===== config.mk =====
export PLATFORM = sky130hd
export DESIGN_NAME = program_sequencer
export DESIGN_NICKNAME = d
export VERILOG_FILES = /design/src/rtl/program_sequencer_pkg.sv /design/src/rtl/program_sequencer_sat_counter.sv /design/src/rtl/program_sequencer.sv
export SDC_FILE = /design/constraint.sdc
export NUM_CORES = 1
export LEC_CHECK = 0
export CORE_MARGIN = 2
export CORE_UTILIZATION = 30
export DETAILED_ROUTE_END_ITERATION = 12
export DONT_BUFFER_PORTS = 1
export PLACE_DENSITY_LB_ADDON = 0.05
export SKIP_CTS_REPAIR_TIMING = 1
export SLEW_MARGIN = 10
export SYNTH_ARGS = -nofsm -noshare
export SYNTH_HDL_FRONTEND = slang
export SYNTH_SLANG_ARGS = --single-unit
export TNS_END_PERCENT = 100

===== constraint.sdc =====
create_clock -name clk -period 2.85 [get_ports clk]
set_clock_uncertainty 0.1 [all_clocks]
set_input_delay 0.285 -clock clk [delete_from_list [all_inputs] [get_ports clk]]
set_output_delay 0.285 -clock clk [all_outputs]
set_load 0.02 [all_outputs]

===== src/rtl/program_sequencer_pkg.sv =====
// Shared types and default constants for the program run controller.
// Pulled in by program_sequencer and its sub-modules.
package program_sequencer_pkg;

    typedef enum logic [1:0] {
        IDLE     = 2'd0,
        CORE_RST = 2'd1,
        RUN      = 2'd2,
        FINISH   = 2'd3
    } seq_state_t;

    localparam int SEQ_CW         = 16;
    localparam int SEQ_RST_CYCLES = 2;
    localparam int SEQ_TIMEOUT    = 4000;

    // Width of the core-reset down-counter; it never needs to hold more than cycles-1.
    function automatic int rst_cnt_width(input int cycles);
        return (cycles > 1) ? $clog2(cycles) : 1;
    endfunction

endpackage


===== src/rtl/program_sequencer_sat_counter.sv =====
// Saturating up-counter: clears on clr, counts on inc, sticks at all-ones.
module sat_counter #(
    parameter int W = 16
) (
    input  logic         clk,
    input  logic         reset,
    input  logic         clr,
    input  logic         inc,
    output logic [W-1:0] q
);

    localparam logic [W-1:0] MAX_VAL = '1;

    always_ff @(posedge clk) begin
        if (reset || clr) begin
            q <= '0;
        end else if (inc && (q != MAX_VAL)) begin
            q <= q + W'(1);
        end
    end

endmodule


===== src/rtl/program_sequencer.sv =====
// Run controller for the single-cycle core: req/done handshake, core reset hold, cycle count.
// Optional watchdog compiled in with `define PROGRAM_SEQUENCER_WATCHDOG_EN.
module program_sequencer
    import program_sequencer_pkg::*;
#(
    parameter int CW         = SEQ_CW,
    parameter int RST_CYCLES = SEQ_RST_CYCLES,
    parameter int TIMEOUT    = SEQ_TIMEOUT
) (
    input  logic          clk,
    input  logic          reset,
    input  logic          req,
    output logic          done,
    input  logic          core_halt,
    output logic          core_reset,
    output logic          run_en,
    output logic [CW-1:0] cycle_count,
    output logic          timeout
);

    localparam int              RW       = rst_cnt_width(RST_CYCLES);
    localparam logic [RW-1:0]   RST_LOAD = RW'(RST_CYCLES - 1);

    seq_state_t     state;
    logic [RW-1:0]  rst_cnt;
    logic           cnt_clr;
    logic           cnt_inc;
    logic           wd_hit;

    assign cnt_clr = (state == IDLE) && req;
    assign cnt_inc = (state == RUN) && !core_halt;

`ifdef PROGRAM_SEQUENCER_WATCHDOG_EN
    localparam logic [CW-1:0] WD_LAST = CW'(TIMEOUT - 1);

    assign wd_hit = (cycle_count == WD_LAST);
`else
    // TIMEOUT has no effect in this build; the run only ends on core_halt or reset.
    logic unused_timeout;

    assign unused_timeout = (TIMEOUT != 0);
    assign wd_hit         = 1'b0;
`endif

    sat_counter #(
        .W (CW)
    ) u_cycle_counter (
        .clk   (clk),
        .reset (reset),
        .clr   (cnt_clr),
        .inc   (cnt_inc),
        .q     (cycle_count)
    );

    // Outputs are updated together with the state so each one always matches the state it decodes.
    always_ff @(posedge clk) begin
        if (reset) begin
            state      <= IDLE;
            rst_cnt    <= '0;
            core_reset <= 1'b1;
            run_en     <= 1'b0;
            done       <= 1'b0;
            timeout    <= 1'b0;
        end else begin
            case (state)
                IDLE: begin
                    core_reset <= 1'b1;
                    run_en     <= 1'b0;
                    done       <= 1'b0;
                    if (req) begin
                        state   <= CORE_RST;
                        rst_cnt <= RST_LOAD;
                        timeout <= 1'b0;
                    end
                end
                CORE_RST: begin
                    if (rst_cnt == '0) begin
                        state      <= RUN;
                        core_reset <= 1'b0;
                        run_en     <= 1'b1;
                    end else begin
                        rst_cnt <= rst_cnt - RW'(1);
                    end
                end
                RUN: begin
                    // A halt in the same cycle as the watchdog limit wins, so timeout stays clear.
                    if (core_halt) begin
                        state  <= FINISH;
                        run_en <= 1'b0;
                        done   <= 1'b1;
                    end else if (wd_hit) begin
                        state   <= FINISH;
                        run_en  <= 1'b0;
                        done    <= 1'b1;
                        timeout <= 1'b1;
                    end
                end
                FINISH: begin
                    if (!req) begin
                        state      <= IDLE;
                        done       <= 1'b0;
                        core_reset <= 1'b1;
                    end
                end
                default: begin
                    state      <= IDLE;
                    core_reset <= 1'b1;
                    run_en     <= 1'b0;
                    done       <= 1'b0;
                end
            endcase
        end
    end

endmodule


======== After elaboration in Yosys (flattened, before gate mapping) ========
Index checks and enable logic that the tools add are counted.
word-level totals
  register bits ........................... 22
  input port bits ......................... 4
  output and inout bits ................... 20
  logic and storage cells ................. 48
cells by class
  add/subtract/negate cells ............... 2
  eq/ne operators ......................... 8
  multiplexer cells ....................... 17
  reduce and logical (&&, ||, !) cells .... 15
operators by type and width
  operator                                              count
  adder 16 x 1 -> 16 bit (second input constant)        1
  inequality test 16 bit (second input constant)        1
  one-hot mux 1 bit (3 select lines)                    3
  AND reduction 3 bit                                   3
  nonzero test 3 bit                                    3
  two-way mux 1 bit                                     8
  two-way mux 2 bit                                     4
  inequality test 2 bit (second input constant)         4
  one-hot mux 2 bit (4 select lines)                    1
  equality test 2 bit (second input constant)           2
  AND reduction 4 bit                                   1
  logical AND 1 bit                                     3
  equality test 2 x 1 -> 1 bit (second input constant)  1
  logical NOT 2 bit                                     1
  one-hot mux 1 bit (2 select lines)                    1
  AND reduction 2 bit                                   1
  nonzero test 2 bit                                    1
  logical NOT 1 bit                                     1
  logical OR 1 bit                                      1
  subtractor 1 bit (second input constant)              1

======== Logic depth before layout (Yosys ltp) ========
Gate-level depths: netlist (run 1).
  depth in word-level cells ............... 3
  mapped depth ............................ 7
  depth with buffers taken out ............ 6

======== Cells and area by module ========
A second synthesis (run 1) with hierarchy kept.
second synthesis, totals
  cells, all modules ...................... 134
  area total of the unflattened synthesis .. 1241.2 sq um
modules (own cells, without submodules)
  module             instances  cells an instance  area an instance (sq um)  sequential area each (sq um)
  sat_counter        1          95                 847.1                     320.3
  program_sequencer  1          39                 394.1                     120.1

======== Least setup slack after synthesis (run 1) ========
Ideal clock, no wire load.
  path type ............................... flip-flop to flip-flop
  start ................................... register state[0]
  end ..................................... register u_cycle_counter.q[11]
  setup time .............................. 0.070 ns
  arrival ................................. 1.837 ns
  data required time ...................... 2.680 ns
  path slack .............................. 0.843 ns
  stages on the path, launching flop included .. 8
  buffers on the path ..................... 1
  period minus slack after synthesis ...... 2.007 ns
  cells stage by stage .................... dfxtp_1 -> inv_1 -> ha_1 -> nand2b_1 -> or3_1 -> buf_2 -> or4_1 -> a21oi_1
between the ends
  cells in the longest elaborated chain, start to end .. 3
  elaborated cells on any way between the ends .. 6
  classes of those cells .................. eq/ne (1); reduce/logical (5)
RTL lines
  item                                                             RTL line                                                                  source
  start, declared                                                  program_sequencer.sv:24                                                   seq_state_t state;
  start signal, assigned                                           program_sequencer.sv:58                                                   state <= IDLE;
  start signal, assigned                                           program_sequencer.sv:71                                                   state <= CORE_RST;
  start signal, assigned                                           program_sequencer.sv:78                                                   state <= RUN;
  equality test 2 bit / logical NOT 2 bit (equally long branches)  program_sequencer.sv:31, program_sequencer.sv:30
  logical AND 1 bit, on equally long branches                      program_sequencer.sv:31, program_sequencer.sv:30
  logical AND 1 bit / logical OR 1 bit (equally long branches)     program_sequencer_sat_counter.sv:17, program_sequencer_sat_counter.sv:15
  end signal, assigned                                             program_sequencer_sat_counter.sv:18                                       q <= q + W'(1);
  end, declared                                                    program_sequencer_sat_counter.sv:9                                        output logic [W-1:0] q
Several ways; a longest one is shown, not always the timed one.
A chain may end at the register's enable or synchronous reset.

======== Worst setup path after layout (run 1) ========
Ends and elaborated chain as after synthesis.

==> results.json, run 1 <==
{
  "status": "finished, final reports clean",
  "crit_family": "simple AND/OR/NAND/NOR gates",
  "first_global_vias": 1017,
  "p_leak_nw": 0.407,
  "drt-wirelength-per-cell_um": 15.3,
  "cp-startpoint": "state[0]$_SDFFE_PP0P_",
  "synth_area_leader_cell": "dfxtp_1",
  "setup_viol": 0,
  "hold_viol": 0,
  "clock_path_buffers": 2,
  "clk_pin_slew_worst_paths_ns": 0.08,
  "drive_above_1_share": 0.0890,
  "drv_cap": 0,
  "grt.total_usage": 0.144,
  "netlist.area_leader.share": 0.366,
  "max_freq_mhz": 455,
  "synth.net_count": 155,
  "ios": 24,
  "ys_warn_count": 0,
  "root_buffer": "clkbuf_8",
  "grt_max_degree": 15,
  "gp_congestion": 0.700,
  "synth_edf_count": 0,
  "area.growth.synth_to_final_pct": 10.1,
  "syn_inst": 144,
  "critPathSlowestCell": "or3_1",
  "numCtsBuffers": 3,
  "worstPathRequired_ns": 2.95,
  "start_util": 0.307,
  "grt_overflow_total": 0,
  "synth-seq-area-share": 0.366,
  "worstPathCellList": "inv_1 > ha_1 > nand2b_1 > or3_1 > or4_1 > a21oi_1",
  "hpwl_um": 2210,
  "synth.distinct_cells": 33,
  "num-nets-final": 158,
  "antennaDiodeCount": 0,
  "vias": 1112,
  "end_kind": "flop",
  "insertion_delay_ns": 0.27,
  "routed_via_density": 5.67,
  "std_cell_rows": 23,
  "hp-class": "input port to flop",
  "synth_area_um2": 1200,
  "h-tree-depth": 1,
  "cp.arrival_ns": 2.30,
  "numClockSinks": 22,
  "startpoint_type": "flop",
  "antenna_left": 0,
  "totalWireLength_um": 3000,
  "path_max_fanout": 8,
  "r2r_start": "state[0]$_SDFFE_PP0P_",
  "io_buffers": 0,
  "grt_antenna_before_repair": 0,
  "drt_iter0_drc": 77,
  "rsz0062_at_grt": "no",
  "crit_type": "flop to flop",
  "fin_cells": 196,
  "place_ws_ns": 0.651,
  "powerDensity_nw_per_um2": 660,
  "grt_pass1_wl_um": 4880,
  "irDropWorstVdd_v": 0.000258,
  "path_buf_inv": 1,
  "finalSetupTns_ns": 0,
  "design.core.area_um2": 3910,
  "async_reset_ff_frac": 0,
  "slowest_delay_ns": 0.52,
  "synth.area.top_cells": "dfxtp_1 37%, ha_1 7.3%, a21oi_1 7.1%, o31ai_1 6.2%, nand4_1 5.2%",
  "dp_cells": 191,
  "period_needed_ns": 2.20,
  "dieArea_um2": 4530,
  "synth_flop_cell": "dfxtp_1",
  "drv_slew": 0,
  "setup_ws_ns": 0.650,
  "drc": 0,
  "avgSynthCellArea_um2": 8.35,
  "die_w_um": 67.3,
  "min_period_over_period": 0.772,
  "hp-start": "reset",
  "ys_ff_latch": 22,
  "tritoncts": "built",
  "tightest_slew_ns": 0.568,
  "drt_pass1_iterations": 4,
  "relSlewSlack": 0.620,
  "die_h_um": 67.3
}
cells by family (layout without fill, tap and decap cells):
| family | Yosys count | in the layout | share of synthesized area |
|---|---|---|---|
| and+or+nand+nor | 65 | 65 | 0.321 |
| muxes | 2 | 2 | 0.0166 |
| buffers and inverters | 9 | 11 | 0.0333 |
| other | 1 | 1 | 0.00312 |
| AOI/OAI and AO/OA | 38 | 38 | 0.187 |
| DFF | 22 | 22 | 0.366 |
| adders and majority gates | 7 | 7 | 0.0728 |
cells in the final DEF (no fill, tap or decap):
cell / count
buf_4: 3
conb_1: 1
o211ai_1: 1
nor3b_1: 1
nand2b_1: 4
o21bai_1: 1
mux2i_1: 2
or2_2: 2
nand4_1: 10
inv_1: 3
nand2_1: 10
nand4_2: 1
or4_1: 8
ha_1: 7
or3_1: 5
nor4_1: 4
nor2_1: 6
o21ai_0: 7
and2_1: 1
nand3b_1: 1
a22oi_1: 1
clkbuf_8: 4
and3_2: 1
nor3_2: 1
o31ai_1: 10
and2b_1: 1
a21oi_1: 17
nand3_2: 1
dfxtp_1: 22
dlygate4sd3_1: 1
nand3_1: 2
nor3_1: 6
a211oi_1: 1
synthesized netlist by cell type (all sizes together), types with 2 or more instances:
master,n
buf,3
o31ai,10
inv,3
dfxtp,22
nor3,7
nand4,11
or4,8
mux2i,2
nand2b,4
ha,7
nand3,3
a21oi,17
nor2,6
nor4,4
or3,5
or2,2
o21ai,7
clkbuf,3
nand2,10
power by group:
part / internal, W / total [W] / switching, W
logic: 0.0000983 / 0.000247 / 0.000149
registers: 0.000344 / 0.000395 / 0.0000519
clock network: 0.000123 / 0.000231 / 0.000108
sequential cells by signal (all words and copies together) (netlist names):
register,count
u_cycle_counter.q,16
state,2
core_reset,1
done,1
rst_cnt,1
run_en,1
area by class of cell:
cell class	instances	area, um2
Sequential cell	22	440
Tap cell	50	62.6
Fill cell	434	2590
Clock buffer	4	55.1
Timing Repair Buffer	4	32.5
Multi-Input combinational cell	113	722
Inverter	3	11.3
per-stage QoR:
step	hold slack, ns	area (um2)	utilization	total power [W]
after floorplan	0.374	1200	-	0.000598
after global placement	0.261	1260	0.322	0.000653
after detailed placement	0.262	1260	0.322	0.000652
after CTS	-0.0315	1310	0.336	0.000887
after global routing	0.0301	1320	0.338	0.000942
final	0.0180	1320	0.338	0.000874
layer usage:
metal | global-route usage | vias to the layer above | share of wire
li1 | - | 554 | -
met1 | 0.170 | 520 | 0.43
met2 | 0.251 | 33 | 0.50
met3 | 0.0333 | 5 | 0.056
met4 | 0.0536 | 0 | 0.015
met5 | 0 | - | 0
path summary, 6_finish.rpt:
check | endpoint | depth (start not counted) | slack [ns]
setup / recovery | u_cycle_counter.q[11]$_SDFFE_PP0P_ | 6 | 0.65
hold / removal | core_reset$_SDFFE_PP1P_ | 2 | 0.02
setup reg to reg | u_cycle_counter.q[11]$_SDFFE_PP0P_ | 6 | 0.65
hold reg to reg | core_reset$_SDFFE_PP1P_ | 2 | 0.47
No activity file was read; power rests on OpenSTA's default activity.
==> inputs of run 2 (changes only) <==
clock period = 2.2 ns   (was 2.85 ns; I/O delays follow)
==> run 2 against run 1 <==
Wire length up 0.60%. Highest routed layer unchanged. First-iteration DRC count fell by 60%. Cell count increased by 6.1%. Utilization is 2.4 points higher. Flip-flop and latch count did not move. Critical endpoint unchanged. Largest cell class unchanged.
==> results.json, run 2 (synthesized netlist as in run 1, its figures left out) <==
{
  "status": "finished, final reports clean",
  "max_freq_mhz": 497,
  "multiInputGateArea_um2": 727,
  "hpwl_um": 2290,
  "drt-wirelength-per-cell_um": 14.5,
  "path_max_fanout": 8,
  "vias": 1125,
  "layout_common_cells": "22 x dfxtp_1, 17 x a21oi_1, 15 x buf_4",
  "hp-class": "input port to flop",
  "final_common_cell": "dfxtp_1",
  "first_global_vias": 1096,
  "hold_slack_ns": 0.0549,
  "hold_viol": 0,
  "gp_congestion": 0.738,
  "setup_viol": 0,
  "design.core.area_um2": 3910,
  "regArea_um2": 440,
  "start_util": 0.307,
  "ios": 24,
  "tritoncts": "built",
  "r2r_start": "state[0]$_SDFFE_PP0P_",
  "h-tree-depth": 1,
  "irDropWorstVdd_v": 0.000446,
  "grt_max_degree": 15,
  "worstPathRequired_ns": 2.29,
  "place_ws_ns": 0.133,
  "clk_pin_slew_worst_paths_ns": 0.08,
  "area.growth.synth_to_final_pct": 18.0,
  "totalWireLength_um": 3020,
  "numClockSinks": 22,
  "clock_path_buffers": 2,
  "drc": 0,
  "crit_end": "u_cycle_counter.q[11]$_SDFFE_PP0P_",
  "antenna_left": 0,
  "drv_cap": 0,
  "worst_r2r_endpoint": "u_cycle_counter.q[11]$_SDFFE_PP0P_",
  "ff2ff_setup_slack_ns": 0.19,
  "die_h_um": 67.3,
  "num-nets-final": 170,
  "reg2reg_depth": 6,
  "cp.arrival_ns": 2.10,
  "cp-startpoint": "state[0]$_SDFFE_PP0P_",
  "drt_iter0_drc": 31,
  "min_period_over_period": 0.914,
  "finalSetupTns_ns": 0,
  "antennaDiodeCount": 0,
  "numCtsBuffers": 3,
  "grt_antenna_before_repair": 0,
  "relSlewSlack": 0.592,
  "crit_type": "flop to flop",
  "drive_above_1_share": 0.165,
  "n_fill_cell": 433,
  "largest_reg_flops": 16,
  "routed_via_density": 5.41,
  "std_cell_rows": 23,
  "startpoint_type": "flop",
  "die_w_um": 67.3,
  "dieArea_um2": 4530,
  "io_buffers": 0,
  "rsz0062_at_grt": "no",
  "grt_overflow_total": 0,
  "end_kind": "flop",
  "hp-start": "core_halt",
  "grt.total_usage": 0.153,
  "drt_pass1_iterations": 4,
  "top_regs": "u_cycle_counter.q (16), state (2)",
  "final_util": 0.363,
  "root_buffer": "clkbuf_8",
  "insertion_delay_ns": 0.26,
  "finalPower_w": 0.00114,
  "period_needed_ns": 2.01,
  "p_leak_nw": 0.473,
  "tightest_slew_ns": 0.612,
  "powerDensity_nw_per_um2": 801,
  "drv_slew": 0,
  "setup_ws_ns": 0.189,
  "top_register": "u_cycle_counter.q",
  "grt_pass1_wl_um": 5320
}
## run 2: cell count changes in the layout (fill, tap and decap cells not counted), sizes merged
cell  change
buf      +12
## run 2: worst min path at each step
| stage | to | slack (ns) | depth (start not counted) |
|---|---|---|---|
| after CTS | rst_cnt$_SDFFE_PP0P_ | -0.09 | 1 |
| after detailed placement | rst_cnt$_SDFFE_PP0P_ | 0.20 | 1 |
| after global routing | done$_SDFFE_PP0P_ | 0.08 | 2 |
| final | done$_SDFFE_PP0P_ | 0.05 | 2 |
| after floorplan | done$_SDFFE_PP0P_ | 0.31 | 2 |
| after global placement | state[1]$_SDFFE_PP0P_ | 0.20 | 1 |
## run 2: area by class of cell
class / count / area share
clock buffers: 4 / 0.0388
inverters: 3 / 0.00794
multi-input cells: 113 / 0.512
flip-flops and latches: 22 / 0.310
well taps: 50 / 0.0441
repair buffers: 16 / 0.0864
## run 2: through the flow
| step | instances | instance area (um2) |
|---|---|---|
| 2_1_floorplan | 144 | 1200 |
| 3_3_place_gp | 203 | 1350 |
| 3_5_place_dp | 203 | 1350 |
| 4_1_cts | 207 | 1400 |
| 5_1_grt | 208 | 1420 |
| 6_report | 208 | 1420 |
## run 2: critical path: stages (launching register included)
cell and delay, ns:
dfxtp_1 0.35, inv_1 0.13, ha_1 0.22, nand2b_1 0.09, or3_4 0.43, or4_1 0.47
a21oi_1 0.15
## run 2: routing by layer
metal	vias up	GRT usage	wire (um)
met2	19	0.267	1500
met5	-	0	0
met3	5	0.0300	118
met1	520	0.189	1360
li1	581	-	-
met4	0	0.0459	39
## run 2: power breakdown
part           internal, W  switching [W]  leakage (nW)
clock             0.000160       0.000135        0.0288
combinational     0.000137       0.000191         0.266
sequential        0.000445      0.0000694         0.178
==> inputs of run 3 (changes only) <==
ABC_CLOCK_PERIOD_IN_PS = 2200   (was not set)
BUFFER_PORTS_ARGS = -buffer_cell sky130_fd_sc_hd__buf_2   (was not set)
DONT_BUFFER_PORTS = not set   (was 1)
==> run 3 against run 2 <==
Cell count is 5.8% higher. Sequential power is 5.6% lower. Power is 2.8% higher. Flip-flop and latch count stayed put. Largest power group unchanged.
==> results.json, run 3 (synthesized netlist as in run 1, its figures left out) <==
{
  "period_needed_ns": 2.02,
  "num-nets-final": 182,
  "drt_pass1_iterations": 4,
  "finalSetupTns_ns": 0,
  "clk_pin_slew_worst_paths_ns": 0.08,
  "crit_type": "flop to flop",
  "ff2ff_setup_slack_ns": 0.18,
  "grt_overflow_total": 0,
  "start_util": 0.307,
  "drt-wirelength-per-cell_um": 14.0,
  "first_global_vias": 1147,
  "whs_endpoint": "state[1]$_SDFFE_PP0P_",
  "grt_max_degree": 15,
  "top_register": "u_cycle_counter.q",
  "top_usage_layer": "met2",
  "p_comb_frac": 0.331,
  "use_met1": 0.185,
  "grt.total_usage": 0.152,
  "area.growth.synth_to_final_pct": 20.9,
  "drive_above_1_share": 0.235,
  "min_period_over_period": 0.916,
  "dp_cells": 216,
  "hp-class": "input port to flop",
  "share_seq_of_total_power": 0.415,
  "drv_cap": 0,
  "end_kind": "flop",
  "drt_iter0_drc": 34,
  "worst_r2r_endpoint": "u_cycle_counter.q[11]$_SDFFE_PP0P_",
  "tritoncts": "built",
  "max_freq_mhz": 496,
  "clockPowerShare": 0.254,
  "worstPathRequired_ns": 2.29,
  "irDropWorstVdd_v": 0.000436,
  "clock_path_buffers": 2,
  "gr-usage-met2": 0.274,
  "std_cell_rows": 23,
  "startpoint_type": "flop",
  "dieArea_um2": 4530,
  "r2r_start": "state[0]$_SDFFE_PP0P_",
  "totalWireLength_um": 3070,
  "p_sw_w": 0.000410,
  "layout_common_cells": "22 x dfxtp_1, 22 x buf_2, 17 x a21oi_1",
  "die_h_um": 67.3,
  "h-tree-depth": 1,
  "largest_reg_flops": 16,
  "hold_viol": 0,
  "powerDensity_nw_per_um2": 804,
  "io_buffers": 22,
  "status": "finished, final reports clean",
  "antenna_left": 0,
  "reg2reg_depth": 6,
  "rsz0062_at_grt": "no",
  "ios": 24,
  "root_buffer": "clkbuf_8",
  "insertion_delay_ns": 0.26,
  "grt_pass1_wl_um": 5310,
  "relSlewSlack": 0.589,
  "gp_congestion": 0.785,
  "path_max_fanout": 8,
  "cp.arrival_ns": 2.10,
  "setup_viol": 0,
  "hpwl_um": 2310,
  "numClockSinks": 22,
  "fin_cells": 220,
  "drv_slew": 0,
  "hp-start": "reset",
  "vias": 1172,
  "whs_path_depth": 2,
  "antennaDiodeCount": 0,
  "p_leak_nw": 0.532,
  "p_int_w": 0.000759,
  "numCtsBuffers": 3,
  "top_regs": "u_cycle_counter.q (16), state (2)",
  "die_w_um": 67.3,
  "drc": 0,
  "swShare": 0.351,
  "tightest_slew_ns": 0.616,
  "grt_antenna_before_repair": 0,
  "design.core.area_um2": 3910,
  "grt_use_met3": 0.0350,
  "routed_via_density": 5.33
}
-- run 3: cell count changes in the layout (fill, tap and decap cells not counted) --
cell,change
dlygate4sd3_1,-1
buf_2,+22
buf_4,-9
ha_1,-1
ha_2,+1
-- run 3: per-stage QoR --
stage	power, W	instance area (um2)	setup slack [ns]	utilization	hold WS, ns
after global routing	0.00126	1450	0.0227	0.371	0.131
after detailed placement	0.000882	1390	0.119	0.355	0.355
after CTS	0.00118	1450	0.0946	0.370	0.130
final	0.00117	1450	0.184	0.371	0.125
after floorplan	0.000774	1200	0.193	-	0.309
after global placement	0.000873	1390	0.190	0.355	0.348
-- run 3: layer usage --
layer  wire length [um]  part of all wire
met5                  0                 0
met4                 25            0.0081
met1               1400              0.46
met2               1550              0.51
met3                 89             0.029
-- run 3: cell type report --
type,count,area (um2)
Inverter,3,11.3
Tap cell,50,62.6
Clock buffer,4,55.1
Timing Repair Buffer,28,155
Fill cell,435,2460
Multi-Input combinational cell,113,729
Sequential cell,22,440
-- run 3: worst max path at each step --
stage / from / endpoint / slack [ns] / cells after the start
finish: state[0]$_SDFFE_PP0P_ / u_cycle_counter.q[11]$_SDFFE_PP0P_ / 0.18 / 6
global placement: state[0]$_SDFFE_PP0P_ / u_cycle_counter.q[11]$_SDFFE_PP0P_ / 0.19 / 6
CTS: state[0]$_SDFFE_PP0P_ / u_cycle_counter.q[11]$_SDFFE_PP0P_ / 0.09 / 6
global route: state[0]$_SDFFE_PP0P_ / u_cycle_counter.q[11]$_SDFFE_PP0P_ / 0.02 / 6
floorplan: state[0]$_SDFFE_PP0P_ / u_cycle_counter.q[11]$_SDFFE_PP0P_ / 0.19 / 7
detailed placement: state[0]$_SDFFE_PP0P_ / u_cycle_counter.q[11]$_SDFFE_PP0P_ / 0.12 / 6
-- run 3: power by group through the flow --
stage | logic, W | clock network, W | registers (W)
floorplan | 0.000258 | 0 | 0.000516
global placement | 0.000384 | 0 | 0.000489
detailed placement | 0.000388 | 0 | 0.000493
CTS | 0.000391 | 0.000307 | 0.000485
global route | 0.000442 | 0.000329 | 0.000492
finish | 0.000387 | 0.000296 | 0.000485
-- run 3: worst max-delay path, stage by stage, from the launching register on --
cell and delay [ns]:
dfxtp_1 0.35, inv_1 0.13, ha_2 0.22, nand2b_1 0.08, or3_4 0.43, or4_1 0.47, a21oi_1 0.14
